**config.mk**
```make
export PLATFORM = sky130hd
export DESIGN_NAME = entropy_pool_arbiter
export DESIGN_NICKNAME = d
export VERILOG_FILES = /design/src/rtl/entropy_pool_arbiter.sv
export SDC_FILE = /design/constraint.sdc
export NUM_CORES = 1
export LEC_CHECK = 0
export BUFFER_PORTS_ARGS = -buffer_cell sky130_fd_sc_hd__buf_2
export CORE_MARGIN = 5
export CORE_UTILIZATION = 45
export DETAILED_ROUTE_END_ITERATION = 6
export PLACE_DENSITY_LB_ADDON = 0.12
export SLEW_MARGIN = 20
export SYNTH_ARGS = -nofsm -noshare
export SYNTH_HDL_FRONTEND = slang
export SYNTH_SLANG_ARGS = --single-unit
```
**constraint.sdc**
```tcl
create_clock -name clk -period 2.6 [get_ports clk]
set_input_delay 0 -clock clk [delete_from_list [all_inputs] [get_ports clk]]
set_output_delay 0 -clock clk [all_outputs]
set_load 0.05 [all_outputs]
```
**src/rtl/entropy_pool_arbiter.sv**
```systemverilog
// Entropy harvester: synchronises raw oscillator bytes, applies a repetition
// health test, folds samples into bytes, pools them and hands them out round-robin.
module entropy_pool_arbiter #(
    parameter int NUM_REQ          = 2,
    parameter int SAMPLE_DIV       = 16,
    parameter int SAMPLES_PER_BYTE = 4,
    parameter int POOL_DEPTH       = 4,
    parameter int REP_LIMIT        = 8
) (
    input  logic                          clk,
    input  logic                          rst,
    input  logic [7:0]                    raw,
    input  logic [NUM_REQ-1:0]            req,
    output logic [NUM_REQ-1:0]            gnt,
    output logic [7:0]                    rnd,
    output logic [$clog2(POOL_DEPTH):0]   pool_count,
    output logic                          health_fail
);
    localparam int          TW  = $clog2(SAMPLE_DIV);
    localparam int          SCW = (SAMPLES_PER_BYTE > 1) ? $clog2(SAMPLES_PER_BYTE) : 1;
    localparam int          RW  = $clog2(REP_LIMIT + 1);
    localparam int          AW  = $clog2(POOL_DEPTH);
    localparam int          CW  = AW + 1;
    localparam int          PW  = (NUM_REQ > 1) ? $clog2(NUM_REQ) : 1;
    localparam int unsigned NR  = NUM_REQ;

    logic [7:0]         sync1, sync2;
    logic [TW-1:0]      timer;
    logic               tick;
    logic               first;
    logic [7:0]         prev;
    logic [RW-1:0]      run;
    logic               trip;
    logic               stop;
    logic [7:0]         acc, acc_next;
    logic [SCW-1:0]     scnt;
    logic               byte_done;
    logic [7:0]         mem [POOL_DEPTH];
    logic [AW-1:0]      wr_ptr, rd_ptr;
    logic               push, pop;
    logic [NUM_REQ-1:0] elig;
    logic [PW-1:0]      ptr, win, cand;
    logic               found;
    int unsigned        scan_idx;
    logic [NUM_REQ-1:0] gnt_next;

    assign tick      = (timer == TW'(SAMPLE_DIV - 1));
    assign acc_next  = {acc[6:0], acc[7]} ^ sync2;
    assign byte_done = tick && (scnt == SCW'(SAMPLES_PER_BYTE - 1));
    // The tripping tick itself already blocks push/grant so the pool reads empty
    // in the same cycle health_fail becomes visible.
    assign trip      = tick && !health_fail && !first && (sync2 == prev)
                       && (run == RW'(REP_LIMIT - 1));
    assign stop      = health_fail || trip;
    assign pop       = found && (pool_count != '0) && !stop;
    assign push      = byte_done && !stop && ((pool_count != CW'(POOL_DEPTH)) || pop);

    always_comb begin
        elig     = req & ~gnt;
        found    = 1'b0;
        win      = '0;
        cand     = '0;
        scan_idx = 0;
        for (int unsigned i = 0; i < NR; i++) begin
            scan_idx = (32'(ptr) + i) % NR;
            cand     = PW'(scan_idx);
            if (!found && elig[cand]) begin
                found = 1'b1;
                win   = cand;
            end
        end
        gnt_next = '0;
        for (int unsigned i = 0; i < NR; i++) begin
            gnt_next[i] = pop && (win == PW'(i));
        end
    end

    always_ff @(posedge clk) begin
        if (rst) begin
            sync1       <= '0;
            sync2       <= '0;
            timer       <= '0;
            first       <= 1'b1;
            prev        <= '0;
            run         <= '0;
            acc         <= '0;
            scnt        <= '0;
            wr_ptr      <= '0;
            rd_ptr      <= '0;
            pool_count  <= '0;
            ptr         <= '0;
            gnt         <= '0;
            rnd         <= '0;
            health_fail <= 1'b0;
        end else begin
            sync1 <= raw;
            sync2 <= sync1;
            timer <= tick ? '0 : timer + 1'b1;
            if (tick && !health_fail) begin
                first <= 1'b0;
                prev  <= sync2;
                run   <= (!first && (sync2 == prev)) ? run + 1'b1 : RW'(1);
                if (byte_done) begin
                    acc  <= '0;
                    scnt <= '0;
                end else begin
                    acc  <= acc_next;
                    scnt <= scnt + 1'b1;
                end
            end
            if (trip) health_fail <= 1'b1;
            gnt <= gnt_next;
            if (pop) begin
                rnd    <= mem[rd_ptr];
                rd_ptr <= rd_ptr + 1'b1;
                ptr    <= (win == PW'(NUM_REQ - 1)) ? '0 : win + 1'b1;
            end
            if (push) wr_ptr <= wr_ptr + 1'b1;
            if (stop) begin
                rd_ptr     <= '0;
                wr_ptr     <= '0;
                pool_count <= '0;
            end else if (push && !pop) begin
                pool_count <= pool_count + 1'b1;
            end else if (pop && !push) begin
                pool_count <= pool_count - 1'b1;
            end
        end
    end

    always_ff @(posedge clk) begin
        if (push) mem[wr_ptr] <= acc_next;
    end
endmodule

```
==> results.cfg, run 1 <==
[status]
status = finished, final reports clean

[drt]
routed_wirelength_um = 6330
drtAntennaViolNets = 0
drc = 0
wl_per_cell_um = 13.6
drt-pass1-iter-count = 4
dr_total_vias = 2268
viasPerCell = 4.87
first_iter_violations = 66

[worst_setup_path]
cp_max_fo = 4
required_ns = 2.82
reg2reg_to = pool_count[2]$_SDFFE_PP0P_
r2r-start = timer[0]$_SDFF_PP0_
r2r_cells = 12
critPathCaptureType = flip-flop
critPathLaunch = timer[0]$_SDFF_PP0_
critPathArrivalTime_ns = 2.70
path_class = flip-flop to flip-flop
r2r_slack_ns = 0.12
crit_path_start_kind = flip-flop
critPathCapture = pool_count[2]$_SDFFE_PP0P_

[grt]
grt_pass1_vias = 2059
met3_usage = 0.0498
grt_first_pass_wirelength_um = 10400
overflow = 0
gr-usage-met2 = 0.205
grt-busiest-layer = met2
grt_antenna_before_repair = 0
grt_max_degree = 50
grtUsageMet1 = 0.183
gr-usage-all-layers = 0.135

[power_and_ir_drop]
leakage_nw = 1.65
power-per-cell-area_mw_per_mm2 = 802
peakVddDrop_mv = 0.400
finalPower_w = 0.00344

[die]
start_util = 0.455
rows = 33
die_w_um = 101
die-area_sq_mm = 0.0101
core_sq_mm = 0.00813
io_pins = 26
fp.dieH_um = 101

[synth]
syn_inst = 319
synth_edf_count = 32
syn_nets = 340
yosysTopAreaCell = dfxtp_1
ys_seq_area_frac = 0.595
yosys_register_bits = 94
async_flop_share = 0
syn_avg_cell_area_sq_um = 11.6
yosysTopAreaCellShare = 0.335
yosys_warnings = 0
netlist_top_cells_count = dfxtp_1 (62), nand2_1 (44), edfxtp_1 (32), a21oi_1 (22)
synth_cell_types = 34
synth_ff_type = dfxtp_1
synthTopCellsByArea = dfxtp_1 (34%), edfxtp_1 (26%), mux4_2 (4.9%)
synth_area_sq_mm = 0.00370
synth.most_common_cell = dfxtp_1

[placed_design]
placedCellCount = 440
port_buffers = 25
gp_congestion = 0.746
placed_area_sq_mm = 0.00395
post-dp-hpwl_um = 4080

[sta]
worst_clock_skew_ns = 0.0156
drv_slew = 0
clock.fmax_mhz = 404
fin_crit_sh = 0.952
fin_setup_tns_ns = 0
setup_viol = 0
period_minus_slack_ns = 2.48
worst_pin_slew_ns = 0.789
max_slew_margin = 0.474
hold_viol = 0

[clock_tree]
root_buffer = clkbuf_8
cts_tree = yes
path_clk_slew_ns = 0.10
cts_sinks = 94
htreeDepth = 3
clk_latency_ns = 0.36
clockBufferDepth = 2
cts_buffers = 9

[finish]
fin_util = 0.527
final_cells = 466
antenna_cells = 0
fillers = 709
drive_gt1_frac = 0.197
syn2layout_area_growth_pct = 15.6
final_area_sq_mm = 0.00428
multi_input_area_sq_mm = 0.00144
regArea_sq_mm = 0.00220
fin_nets = 377

[flow_run]
drv_cap = 0

[hold_path]
hold_path_class = input port to flip-flop
hold_depth = 5
[cells by family after synthesis]
group,synth area share
compound gates,0.0443
xor+xnor,0.0544
fa+ha+maj,0.0324
buf+inv,0.0260
flops,0.595
mux,0.0757
simple gates,0.173
[how the worst min path moves through the flow]
| stage | start | to | slack, ns |
|---|---|---|---|
| finish | req[0] | gnt[0]$_SDFF_PP0_ | 0.06 |
| global route | req[0] | gnt[0]$_SDFF_PP0_ | 0.07 |
| CTS | req[0] | gnt[0]$_SDFF_PP0_ | 0.04 |
| detailed placement | raw[6] | sync1[6]$_SDFF_PP0_ | 0.21 |
| global placement | raw[4] | sync1[4]$_SDFF_PP0_ | 0.21 |
| floorplan | raw[0] | sync1[0]$_SDFF_PP0_ | 0.13 |
[power by group]
part           internal, W  switching, W
clock             0.000482      0.000504
sequential         0.00162      0.000100
combinational     0.000272      0.000459
[registers in the layout, indices dropped and copies added (netlist names)]
name         cells
mem             32
health_fail      1
run              4
pool_count       3
rd_ptr           2
sync1            8
rnd              8
scnt             2
sync2            8
first            1
acc              8
gnt              2
wr_ptr           2
ptr              1
timer            4
prev             8
[layout by cell type (no fill, tap or decap), types with 10 or more instances in the layout]
cell	n
a21oi_1	22
buf_2	25
buf_4	10
clkbuf_8	10
dfxtp_1	60
edfxtp_1	32
mux2i_1	10
nand2_1	44
nor2_1	14
nor2b_1	16
nor3_1	13
xor2_1	16
[critical path, stage by stage (launching register included)]
cell     delay, ns
dfxtp_2       0.36
ha_2          0.22
and3_4        0.20
nand2_1       0.07
a31oi_2       0.18
nor3b_4       0.24
ha_2          0.22
inv_1         0.05
fa_1          0.37
xor2_1        0.15
nor2_1        0.11
xnor2_1       0.13
nor3_1        0.06
[cell type report]
type / count / area share
Clock inverter: 5 / 0.0152
Timing Repair Buffer: 43 / 0.0654
Tap cell: 105 / 0.0307
Multi-Input combinational cell: 202 / 0.336
Clock buffer: 11 / 0.0330
Sequential cell: 94 / 0.515
Inverter: 6 / 0.00526
[per-layer routing]
layer | vias up | share of wire
met2 | 39 | 0.46
met4 | 0 | 0.0098
met3 | 6 | 0.039
met5 | - | 0
met1 | 1049 | 0.49
li1 | 1174 | -
[stage by stage]
step,hold WS (ns),worst slack (ns)
5_1_grt,0.0720,-0.0459
3_3_place_gp,0.210,0.165
2_1_floorplan,0.128,0.0626
6_report,0.0624,0.124
4_1_cts,0.0369,0.0202
3_5_place_dp,0.212,0.0370
[repair_timing]
| item | CTS | global route |
|---|---|---|
| setup endpoints to repair | 0 | 1 |
| hold endpoints to repair | 8 | 0 |
| hold buffers | 8 | 0 |
| buffers inserted | 0 | 2 |
| gates resized for setup | 0 | 8 |
Power figures use the tool's default switching activity.
==> inputs of run 2 (changes only) <==
Settings changed: CORE_MARGIN 5 to 4, CTS_CLUSTER_SIZE set to 30.
==> run 2 against run 1 <==
Flip-flop and latch count unchanged. Combinational power down 0.7%. Hold slack got worse by 0.0013 ns. Maximum frequency rose by 1.3%. First-iteration DRC count fell by 11%. Sequential share of layout area up 0.55 points. Clock power fell by 11%. Largest cell class unchanged.
==> results.cfg, run 2 (synthesized netlist as in run 1, its figures left out) <==
[flow_run]
drv_cap = 0

[die]
io_pins = 26
start_util = 0.472
die_w_um = 98.7
die-area_sq_mm = 0.00975
fp.dieH_um = 98.7
rows = 32
core_sq_mm = 0.00785

[sta]
fin_setup_tns_ns = 0
fin_crit_sh = 0.940
period_minus_slack_ns = 2.44
worst_clock_skew_ns = 0.0136
max_slew_margin = 0.573
rsz0062_at_grt = no
drv_slew = 0
fin_ws_ns = 0.157
clock.fmax_mhz = 409
hold_viol = 0
setup_viol = 0
worst_pin_slew_ns = 0.640

[grt]
overflow = 0
gr-usage-all-layers = 0.132
grt_pass1_vias = 2169
grt_first_pass_wirelength_um = 10300
grt_max_degree = 50
grt_antenna_before_repair = 0

[power_and_ir_drop]
power-per-cell-area_mw_per_mm2 = 784
leakage_nw = 1.63
finalPower_w = 0.00332
peakVddDrop_mv = 0.364

[placed_design]
pre_cts_slack_ns = 0.0766
gp_congestion = 0.713
port_buffers = 25
post-dp-hpwl_um = 3990

[hold_path]
hold_path_class = input port to flip-flop
hold_path.startpoint = req[0]

[clock_tree]
cts_sinks = 94
root_buffer = clkbuf_8
htreeDepth = 3
clockBufferDepth = 2
clk_latency_ns = 0.35
path_clk_slew_ns = 0.09
cts_buffers = 9
cts_tree = yes

[finish]
antenna_cells = 0
fillers = 688
largest_register_ffs = 32
syn2layout_area_growth_pct = 14.4
regArea_sq_mm = 0.00220
top_register = mem
drive_gt1_frac = 0.181
multi_input_area_sq_mm = 0.00144
final_cell_mix = dfxtp_1 (61), nand2_1 (44), edfxtp_1 (32)
fin_nets = 375
final_common_cell = dfxtp_1

[worst_setup_path]
crit_path_start_kind = flip-flop
critPathArrivalTime_ns = 2.67
cp_max_fo = 4
r2r-start = timer[1]$_SDFF_PP0_
critPathLaunch = timer[1]$_SDFF_PP0_
required_ns = 2.83
path_class = flip-flop to flip-flop
critPathCaptureType = flip-flop

[drt]
dr_total_vias = 2271
first_iter_violations = 59
drtAntennaViolNets = 0
drc = 0
drt-pass1-iter-count = 4
wl_per_cell_um = 13.2
routed_wirelength_um = 6060
viasPerCell = 4.93

[status]
status = finished, final reports clean
## run 2: layout make-up
class	instances	area share
Multi-Input combinational cell	202	0.339
Tap cell	102	0.0301
Inverter	6	0.00532
Timing Repair Buffer	41	0.0626
Clock buffer	10	0.0325
Sequential cell	94	0.520
Clock inverter	6	0.0103
## run 2: path summary, 6_finish.rpt
kind | slack (ns) | cells after the start | to
setup / recovery | 0.16 | 12 | pool_count[2]$_SDFFE_PP0P_
hold / removal | 0.06 | 5 | gnt[0]$_SDFF_PP0_
setup reg to reg | 0.16 | 12 | pool_count[2]$_SDFFE_PP0P_
hold reg to reg | 0.44 | 1 | sync2[7]$_SDFF_PP0_
## run 2: routing by layer
metal	wire length (um)	track usage	share of wire
met4	70	0.0410	0.012
met3	208	0.0425	0.034
met2	2800	0.210	0.46
met5	0	0	0
met1	2990	0.172	0.49
## run 2: stage by stage
step | instance area [sq um] | std cells | hold WS [ns] | utilization
floorplan | 3710 | 319 | 0.128 | -
global placement | 3940 | 436 | 0.210 | 0.502
detailed placement | 3940 | 436 | 0.212 | 0.502
CTS | 4200 | 460 | 0.0336 | 0.536
global route | 4240 | 461 | 0.0574 | 0.540
finish | 4240 | 461 | 0.0610 | 0.540
## run 2: timing repair
action / 4_1_cts / 5_1_grt
setup buffers: 0 / 1
resized for setup: 0 / 5
hold buffers: 8 / 0
hold endpoints to repair: 8 / 0
endpoints found under the setup margin: 0 / 1
## run 2: power breakdown
part / internal [W] / switching [W]
registers: 0.00162 / 0.0000997
clock network: 0.000378 / 0.000498
logic: 0.000271 / 0.000455
total: 0.00227 / 0.00105
## run 2: worst max-delay path, stage by stage (launching register included)
cell	delay, ns
dfxtp_1	0.39
ha_4	0.17
and3_4	0.19
nand2_1	0.07
a31oi_2	0.18
nor3b_4	0.24
ha_1	0.21
inv_1	0.06
fa_1	0.37
xor2_1	0.15
nor2_1	0.11
xnor2_1	0.12
nor3_1	0.06
==> inputs of run 3 (changes only) <==
Settings changed: CTS_BUF_LIST set to sky130_fd_sc_hd__clkbuf_16.
Clock period 2.6 ns to 2.8 ns, I/O delays scaled along.
==> run 3 against run 2 <==
Total power up 1.6%. Critical path depth up 1. Hold slack better by 0.024 ns. Clock power up 26%. Non-clock buffer count down 1. Largest cell class unchanged. Largest power group unchanged. Highest routed layer unchanged.
==> results.cfg, run 3 (synthesized netlist as in run 1, its figures left out) <==
[finish]
top_register = mem
final_cell_mix = dfxtp_1 (62), nand2_1 (44), edfxtp_1 (32)
drive_gt1_frac = 0.168
largest_register_ffs = 32
antenna_cells = 0
fin_nets = 374
syn2layout_area_growth_pct = 16.0
final_common_cell = dfxtp_1

[grt]
gr-usage-met2 = 0.214
met3_usage = 0.0467
grt-busiest-layer = met2
grt_antenna_before_repair = 0
grtUsageMet1 = 0.174
overflow = 0
grt_pass1_vias = 2129
grt_first_pass_wirelength_um = 10300
grt_max_degree = 50
gr-usage-all-layers = 0.134

[worst_setup_path]
cpMaxStageDelayCell = dfxtp_1
critPathArrivalTime_ns = 2.78
critPathCaptureType = flip-flop
max_stage_delay_ns = 0.38
required_ns = 3.00
cp_max_fo = 4
path_cells = ha_1 > nand3_1 > nor3_1 > and4b_4 > nor4_2 > inv_1 > ha_1 > inv_1 > fa_1 > xor2_1 > nor2_1 > xnor2_1 > nor3_1
crit_path_start_kind = flip-flop
r2r_slack_ns = 0.21
reg2reg_to = pool_count[2]$_SDFFE_PP0P_
r2r-start = timer[0]$_SDFF_PP0_
path_class = flip-flop to flip-flop
r2r_cells = 13

[status]
status = finished, final reports clean

[hold_path]
hold_path.startpoint = req[0]
worstHoldEndpoint = gnt[0]$_SDFF_PP0_
hold_path_class = input port to flip-flop
hold_depth = 5

[sta]
max_slew_margin = 0.410
worst_pin_slew_ns = 0.885
drv_slew = 0
fin_setup_tns_ns = 0
hold_viol = 0
worst_clock_skew_ns = 0.00763
setup_viol = 0
period_minus_slack_ns = 2.59
clock.fmax_mhz = 387
fin_crit_sh = 0.924
rsz0062_at_grt = no

[die]
core_sq_mm = 0.00785
die_w_um = 98.7
fp.dieH_um = 98.7
start_util = 0.472
io_pins = 26
rows = 32
die-area_sq_mm = 0.00975

[drt]
wl_per_cell_um = 13.1
drt-pass1-iter-count = 4
drtAntennaViolNets = 0
dr_total_vias = 2238
drc = 0
routed_wirelength_um = 6010
viasPerCell = 4.87
first_iter_violations = 74

[power_and_ir_drop]
finalPower_w = 0.00337
peakVddDrop_mv = 0.447
power-per-cell-area_mw_per_mm2 = 785
leakage_nw = 1.67

[clock_tree]
clk_latency_ns = 0.33
cts_sinks = 94
cts_buffers = 9
clockBufferDepth = 2
htreeDepth = 3
root_buffer = clkbuf_16
cts_tree = yes
path_clk_slew_ns = 0.07

[flow_run]
drv_cap = 0

[placed_design]
port_buffers = 25
gp_congestion = 0.712
post-dp-hpwl_um = 3990
[run 3: cell types whose count changed in the layout (fill, tap and decap cells not counted)]
cell       before  now
clkinv_2        0    1
and3_1          1    2
and3_4          1    0
clkbuf_8       10    0
a31oi_2         1    0
buf_4           8    7
a31oi_1         3    4
clkbuf_16       0    9
dfxtp_2         1    0
ha_1            7    8
dfxtp_1        61   62
ha_4            1    0
[run 3: final cells by class]
type | instances | area, sq um
Tap cell | 102 | 128
Multi-Input combinational cell | 202 | 1410
Sequential cell | 94 | 2200
Fill cell | 707 | 3550
Clock inverter | 7 | 48.8
Inverter | 6 | 22.5
Timing Repair Buffer | 40 | 258
Clock buffer | 9 | 225
[run 3: how the worst max path moves through the flow]
stage | startpoint | endpoint | slack, ns | depth (start not counted)
global placement | timer[0]$_SDFF_PP0_ | pool_count[2]$_SDFFE_PP0P_ | 0.27 | 12
global route | timer[0]$_SDFF_PP0_ | pool_count[2]$_SDFFE_PP0P_ | 0.001 | 13
CTS | timer[0]$_SDFF_PP0_ | pool_count[2]$_SDFFE_PP0P_ | 0.19 | 12
finish | timer[0]$_SDFF_PP0_ | pool_count[2]$_SDFFE_PP0P_ | 0.21 | 13
floorplan | gnt[0]$_SDFF_PP0_ | pool_count[2]$_SDFFE_PP0P_ | 0.19 | 11
detailed placement | timer[0]$_SDFF_PP0_ | pool_count[2]$_SDFFE_PP0P_ | 0.21 | 12
[run 3: repair_timing]
action	4_1_cts	5_1_grt
setup buffers	0	1
hold endpoints to repair	8	0
endpoints found under the setup margin	0	1
hold buffers	8	0
resized for setup	0	1
[run 3: power by group]
| part | switching [W] | internal, W |
|---|---|---|
| clock | 0.000502 | 0.000603 |
| combinational | 0.000421 | 0.000251 |
| sequential | 0.0000930 | 0.00150 |
| total | 0.00102 | 0.00236 |
[run 3: worst max-delay path, delay by kind of cell (launching register included)]
kind | cells | cell delay, ns
and+or+nand+nor | 6 | 0.89
adders and majority gates | 3 | 0.78
DFF | 1 | 0.38
xor gates and xnor gates | 2 | 0.28
buffers and inverters | 2 | 0.13
[run 3: metal layers]
| layer | up-vias | routed length, um |
|---|---|---|
| met5 | - | 0 |
| met4 | 0 | 61 |
| met3 | 6 | 244 |
| met2 | 37 | 2940 |
| met1 | 1032 | 2760 |
| li1 | 1163 | - |
[run 3: per-stage QoR]
stage	setup WS (ns)	util	hold slack [ns]	cells	instance area, sq um
floorplan	0.192	-	0.128	319	3700
global placement	0.273	0.500	0.208	435	3930
detailed placement	0.214	0.500	0.214	435	3930
CTS	0.192	0.546	0.0753	459	4280
global route	0.00146	0.547	0.128	460	4300
finish	0.214	0.547	0.0850	460	4300
